File: config.mk
export PLATFORM = sky130hd
export DESIGN_NAME = stage_collision_detector
export DESIGN_NICKNAME = d
export VERILOG_FILES = /design/src/rtl/stage_collision_detector.sv
export SDC_FILE = /design/constraint.sdc
export NUM_CORES = 1
export LEC_CHECK = 0
export BUFFER_PORTS_ARGS = -buffer_cell sky130_fd_sc_hd__buf_2
export CAP_MARGIN = 10
export CORE_UTILIZATION = 56
export DETAILED_ROUTE_END_ITERATION = 12
export PLACE_DENSITY = 0.76
export SLEW_MARGIN = 20
export SYNTH_ARGS = -nofsm -noshare
export SYNTH_HDL_FRONTEND = slang
export SYNTH_SLANG_ARGS = --single-unit
File: constraint.sdc
create_clock -name clock -period 5.6 [get_ports clock]
set_input_delay 0.84 -clock clock [delete_from_list [all_inputs] [get_ports clock]]
set_output_delay 0.84 -clock clock [all_outputs]
set_load 0.01 [all_outputs]
File: src/rtl/stage_collision_detector.sv
// Per-frame wall and platform collision flags for one player, computed by a
// multi-cycle scan of a writable platform table and committed once per frame.
module stage_collision_detector #(
  parameter int unsigned        N_PLAT       = 4,
  parameter logic signed [15:0] STAGE_LEFT   = 16'sd0,
  parameter logic signed [15:0] STAGE_RIGHT  = 16'sd640,
  parameter logic signed [15:0] STAGE_BOTTOM = 16'sd40,
  parameter logic signed [15:0] STAGE_TOP    = 16'sd480,
  parameter int unsigned        PLAYER_W     = 32,
  parameter int unsigned        PLAYER_H     = 48,
  parameter int unsigned        LAND_TOL     = 4
) (
  input  logic        clock,
  input  logic        reset,
  input  logic        frame,
  input  logic [31:0] position,
  input  logic        plat_we,
  input  logic [3:0]  plat_addr,
  input  logic [48:0] plat_wdata,
  output logic        wall_Left,
  output logic        wall_Right,
  output logic        wall_Up,
  output logic        wall_Down,
  output logic        platform_Down,
  output logic        busy,
  output logic        done,
  output logic        overrun
);

  localparam int unsigned IDX_W     = 4;
  localparam int unsigned TBL_DEPTH = 16;
  localparam logic [IDX_W-1:0]  LAST_IDX = IDX_W'(N_PLAT - 1);
  localparam logic signed [16:0] W17   = 17'(PLAYER_W);
  localparam logic signed [16:0] H17   = 17'(PLAYER_H);
  localparam logic signed [16:0] TOL17 = 17'(LAND_TOL);

  typedef struct packed {
    logic               valid;
    logic signed [15:0] x_lo;
    logic signed [15:0] x_hi;
    logic signed [15:0] y_top;
  } plat_t;

  typedef enum logic [1:0] {IDLE, WALL, SCAN, COMMIT} state_t;

  state_t             state, state_next;
  plat_t              table_q [TBL_DEPTH];
  logic signed [15:0] px, py;
  logic [IDX_W-1:0]   idx;
  logic               hit, pend;
  logic               t_left, t_right, t_up, t_down;

  plat_t              cur_c;
  logic signed [16:0] px_right_c, py_top_c, land_top_c;
  logic               entry_hit_c;

  // Box edges and the current table entry under test; 17b keeps edges from wrapping.
  assign px_right_c  = 17'(px) + W17;
  assign py_top_c    = 17'(py) + H17;
  assign cur_c       = table_q[idx];
  assign land_top_c  = 17'(cur_c.y_top) + TOL17;
  assign entry_hit_c = cur_c.valid
                    && (cur_c.x_lo < cur_c.x_hi)
                    && (px_right_c > 17'(cur_c.x_lo))
                    && (px < cur_c.x_hi)
                    && (py >= cur_c.y_top)
                    && (17'(py) <= land_top_c);

  always_ff @(posedge clock) begin
    if (reset) state <= IDLE;
    else       state <= state_next;
  end

  always_comb begin
    state_next = state;
    case (state)
      IDLE:    if (frame) state_next = WALL;
      WALL:    state_next = SCAN;
      SCAN:    if (idx == LAST_IDX) state_next = COMMIT;
      COMMIT:  state_next = IDLE;
      default: state_next = IDLE;
    endcase
  end

  always_ff @(posedge clock) begin
    if (reset) begin
      wall_Left     <= 1'b0;
      wall_Right    <= 1'b0;
      wall_Up       <= 1'b0;
      wall_Down     <= 1'b0;
      platform_Down <= 1'b0;
      busy          <= 1'b0;
      done          <= 1'b0;
      overrun       <= 1'b0;
      pend          <= 1'b0;
      hit           <= 1'b0;
      idx           <= '0;
      px            <= '0;
      py            <= '0;
      t_left        <= 1'b0;
      t_right       <= 1'b0;
      t_up          <= 1'b0;
      t_down        <= 1'b0;
      for (int unsigned i = 0; i < TBL_DEPTH; i++) table_q[i].valid <= 1'b0;
    end else begin
      done <= 1'b0;
      pend <= 1'b0;
      // Table is frozen while a scan is in flight; busy is low in the start cycle.
      if (plat_we && !busy && (32'(plat_addr) < N_PLAT)) table_q[plat_addr] <= plat_wdata;
      case (state)
        IDLE: begin
          if (frame) begin
            px   <= position[31:16];
            py   <= position[15:0];
            busy <= 1'b1;
          end else if (pend) begin
            overrun <= 1'b1;
          end
        end
        WALL: begin
          t_left  <= (px <= STAGE_LEFT);
          t_right <= (px_right_c >= 17'(STAGE_RIGHT));
          t_up    <= (py_top_c >= 17'(STAGE_TOP));
          t_down  <= (py <= STAGE_BOTTOM);
          hit     <= 1'b0;
          idx     <= '0;
          if (frame) overrun <= 1'b1;
        end
        SCAN: begin
          hit <= hit | entry_hit_c;
          idx <= idx + IDX_W'(1);
          if (frame) overrun <= 1'b1;
        end
        COMMIT: begin
          wall_Left     <= t_left;
          wall_Right    <= t_right;
          wall_Up       <= t_up;
          wall_Down     <= t_down;
          platform_Down <= hit;
          done          <= 1'b1;
          busy          <= 1'b0;
          // A frame here gets one more chance in IDLE before counting as an overrun.
          pend          <= frame;
        end
        default: ;
      endcase
    end
  end

endmodule

# --- Word-level counts from Yosys, hierarchy flattened ---
# Memory sizes are Yosys's and may differ from the RTL's. A register that Yosys moved wholly into a read port is not among the register bits.
# Cells that the tools add are included.
classes:
  n_addsub: 4
  n_lt_le_gt_ge: 10
  n_eq_ne: 9
  muxes: 21
  bitwise: 2
  n_reduce_logical: 19
ops:
  columns: ["operator", "count"]
  rows:
  - ["49-bit 2-to-1 mux", 1]
  - ["49-bit OR reduction", 1]
  - ["16-bit by 7-bit adder with 17-bit output (second input constant)", 2]
  - ["16-bit less-than comparator", 2]
  - ["16-bit by 4-bit adder with 17-bit output (second input constant)", 1]
  - ["17-bit by 10-bit greater-or-equal comparator with 1-bit output (second input constant)", 1]
  - ["17-bit by 11-bit greater-or-equal comparator with 1-bit output (second input constant)", 1]
  - ["17-bit by 16-bit greater-than comparator with 1-bit output", 1]
  - ["16-bit by 17-bit less-or-equal comparator with 1-bit output", 1]
  - ["16-bit greater-or-equal comparator", 1]
  - ["16-bit by 1-bit less-or-equal comparator with 1-bit output (second input constant)", 1]
  - ["16-bit by 7-bit less-or-equal comparator with 1-bit output (second input constant)", 1]
  - ["4-bit 2-to-1 mux", 3]
  - ["1-bit 2-to-1 mux", 9]
  - ["2-bit inequality test (second input constant)", 4]
  - ["2-bit one-hot mux with 4 select lines", 1]
  - ["4-bit one-hot mux with 2 select lines", 1]
  - ["1-bit logical AND", 7]
  - ["2-bit 2-to-1 mux", 3]
  - ["1-bit one-hot mux with 2 select lines", 3]
  - ["2-bit AND reduction", 3]
  - ["2-bit nonzero test", 3]
  - ["4-bit by 1-bit adder with 4-bit output (second input constant)", 1]
  - ["2-bit == test (second input constant)", 2]
  - ["10 further kinds", 11]
totals:
  ff_bits: 52
  ram_bits: 784
  in_bits: 89
  output_inout_bits: 8
  wordCells: 84
  n_memories: 1
memory_table:
  columns: ["name", "depth", "word_bits", "rd", "rd_ports_with_merged_regs", "wr", "line", "source"]
  rows:
  - ["table_q", 16, 49, 1, 1, 16, "47", "plat_t table_q [TBL_DEPTH];"]

# --- Longest topological paths before layout ---
logic_depth:
  ltp_word: 8
  ltp_mapped: 18
  mapped_depth_nobuf: 15

# --- Worst setup path before layout ---
# OpenSTA, ideal clock, no wires.
synth_timing:
  kind: "input to register"
  from: "in reset"
  to: "mem table_q[0][48] (netlist bit) (enable)"
  setup_ps: 308
  arrival_ps: 5437
  required_ps: 5292
  setup_slack_ps: -145
  cell_stages: 5
  path_buffers: 0
  cell_sequence: "inv_1 > nand2_1 > nor4_1 > nor3b_1 > or2_2"
synth_rtl:
  columns: ["item", "line", "source"]
  rows:
  - ["start, declared", "14", "input logic reset,"]
  - ["end, declared", "47", null]

==> results.sh <==
export IMPL_fp_row_count=90
export IMPL_synthCells=1738
export IMPL_ys_ff_latch=840
export IMPL_grt_pass1_wl_um=101000
export IMPL_drc=0
export IMPL_skew_ns=0.0210
export IMPL_synth_edf_count=784
export IMPL_min_period_ns=4.53
export IMPL_tightest_slew_ns=0.886
export IMPL_antenna_left=0
export IMPL_hpwl_um=41200
export IMPL_ys_seq_area_share_pct=71.9
export IMPL_worst_slack_ns=1.07
export IMPL_initial_core_util_pct=56.8
export IMPL_layout_area_overhead_vs_synth_pct=17.9
export IMPL_endpoint_kind="register"
export IMPL_synth_distinct_cells=67
export IMPL_antenna_found_initial=8
export IMPL_total_power_mw=14.5
export IMPL_drt_iter0_drc=1310
export IMPL_dieArea_mm2=0.0623
export IMPL_vias=17600
export IMPL_gp_congestion=0.869
export IMPL_clock_latency_ns=0.62
export IMPL_clkTransAtPathRegs_ns=0.06
export IMPL_placement_io_buffers=96
export IMPL_critPathArrivalTime_ns=5.06
export IMPL_synth_common_cells="edfxtp_1 (784), mux4_2 (214), nand2_1 (94)"
export IMPL_p_per_area_mw_per_mm2=357
export IMPL_drt_vias_per_instance=5.33
export IMPL_clock_path_buffers=3
export IMPL_grt_max_degree=65
export IMPL_ys_top_cells_by_area="edfxtp_1 (69%), mux4_2 (14%), dfxtp_1 (3.3%), ha_1 (3.2%), mux4_1 (1.4%)"
export IMPL_root_buffer="clkbuf_16"
export IMPL_grt_overflow_total=0
export IMPL_nFillCells=3967
export IMPL_fin_hold_ws_ns=0.469
export IMPL_synth_avg_cell_area_um2=19.7
export IMPL_post_place_ws_ns=1.07
export IMPL_wire_per_inst_um=19.7
export IMPL_relSlewSlack_pct=41.0
export IMPL_outcome="finished clean"
export IMPL_finalHoldViolCount=0
export IMPL_crit_required_ns=6.13
export IMPL_start_kind="register"
export IMPL_timing_worst_setup_path_type="reg -> reg"
export IMPL_clock_fmax_ghz=0.221
export IMPL_syn_cell_area_mm2=0.0343
export IMPL_setup_viol=0
export IMPL_fin_util_pct=66.9
export IMPL_slew_viol_final=0
export IMPL_cap_violations=0
export IMPL_grtUsageTotal_pct=21.5
export IMPL_dr_pass1_iters=7
export IMPL_core_region_area_mm2=0.0605
export IMPL_rsz0062_at_grt="false"
export IMPL_power_leakage_nw=14.9
export IMPL_routed_wl_um=65000
export IMPL_finalCritPeriodShare_pct=80.9
export IMPL_ys_warn_count=0
export IMPL_antenna_cells=0
export IMPL_hp_class="in -> reg"
export IMPL_synth_top_area_cell="edfxtp_1"
export IMPL_cts_resized=0
export IMPL_crit_fanout=41
export IMPL_synth_async_reset_ratio_pct=0
export IMPL_die_h_um=250
export IMPL_die_x_um=250
export IMPL_ir_drop_mv=0.296
export IMPL_ctsHoldBuffers=0
export IMPL_grt_pass1_vias=18400
export IMPL_finalNetCount=2623
export IMPL_cts_buffers=84
export IMPL_htree_levels=3
export IMPL_synth_most_common_cell="edfxtp_1"
export IMPL_drive_above_1_share_pct=19.6
export IMPL_tritoncts="yes"
export IMPL_synthFlopType="edfxtp_1"
export IMPL_synth_top_area_share_pct=68.6
export IMPL_post_cts_buffers=0
export IMPL_setup_tns_final_ns=0
export IMPL_cts_sinks=840
export IMPL_ioPinCount=97
==> cell usage in the layout, fill, tap and decap left out, types with 15 or more instances in the layout <==
cell,n
mux4_2,214
nand2_1,93
buf_2,96
clkbuf_1,25
clkbuf_16,87
clkinv_2,16
nand3_1,23
a21oi_1,67
conb_1,588
inv_1,47
buf_4,20
nor2_1,37
dfxtp_1,52
mux4_1,18
edfxtp_1,784
ha_1,89
a21o_1,15
xnor2_1,19
==> final cells by class <==
| class | count | area [um^2] | area share [%] |
|---|---|---|---|
| timing repair buffer | 123 | 771 | 1.90 |
| clock inverter | 38 | 324 | 0.801 |
| tap | 782 | 978 | 2.42 |
| multi-input combinational | 1337 | 11200 | 27.6 |
| clock buffer | 116 | 2330 | 5.75 |
| inverter | 59 | 221 | 0.547 |
| sequential | 840 | 24700 | 61.0 |
==> flip-flops by register name (all words and copies together) (netlist names), 2 cells and up, named ones only <==
signal   cells
idx          4
px          16
table_q    784
state        2
py          16
==> through the flow <==
step	instance area, um^2	cells
final	40500	3295
after detailed placement	37800	3141
after global routing	40500	3295
after global placement	37800	3141
after floorplan	36500	2325
after CTS	40500	3295
==> worst max-delay path, cell delays in order, from the launching register on <==
cell       delay [ns]
dfxtp_4          0.92
buf_12           0.37
buf_12           0.30
mux4_2           0.55
mux4_2           0.48
inv_1            0.11
ha_1             0.25
a21o_1           0.20
a21oi_1          0.16
nor2b_1          0.06
o311ai_0         0.43
o2111ai_1        0.23
o41ai_2          0.32
==> report_power, final <==
part | internal, mW | switching, mW
combinational | 0.716 | 0.806
clock | 3.10 | 2.26
sequential | 7.33 | 0.238
total | 11.1 | 3.31
==> path summary, 6_finish.rpt <==
check	start	end	slack (ns)	depth (start not counted)
max	register	hit	1.07	12
min	position[2]	py[2]	0.47	3
max reg2reg	register	hit	1.07	12
min reg2reg	py[1]	py[1]	0.48	2
==> layer usage <==
| layer | up-vias | wire [um] | share of wire [%] | track usage (%) |
|---|---|---|---|---|
| met3 | 141 | 4030 | 6.2 | 3.92 |
| met1 | 8926 | 26900 | 41 | 29.1 |
| met4 | 12 | 1570 | 2.4 | 6.84 |
| li1 | 7961 | - | - | - |
| met5 | - | 69 | 0.11 | 0 |
| met2 | 525 | 32400 | 50 | 35.9 |
==> cell families after synthesis <==
kind of cell | synth area share (%)
flops | 71.9
mux | 15.7
simple gates | 3.41
compound gates | 3.02
buf+inv | 2.10
fa+ha+maj | 3.24
xor+xnor | 0.638
other cells | 0.0109
(Power assumes the default switching activity.)
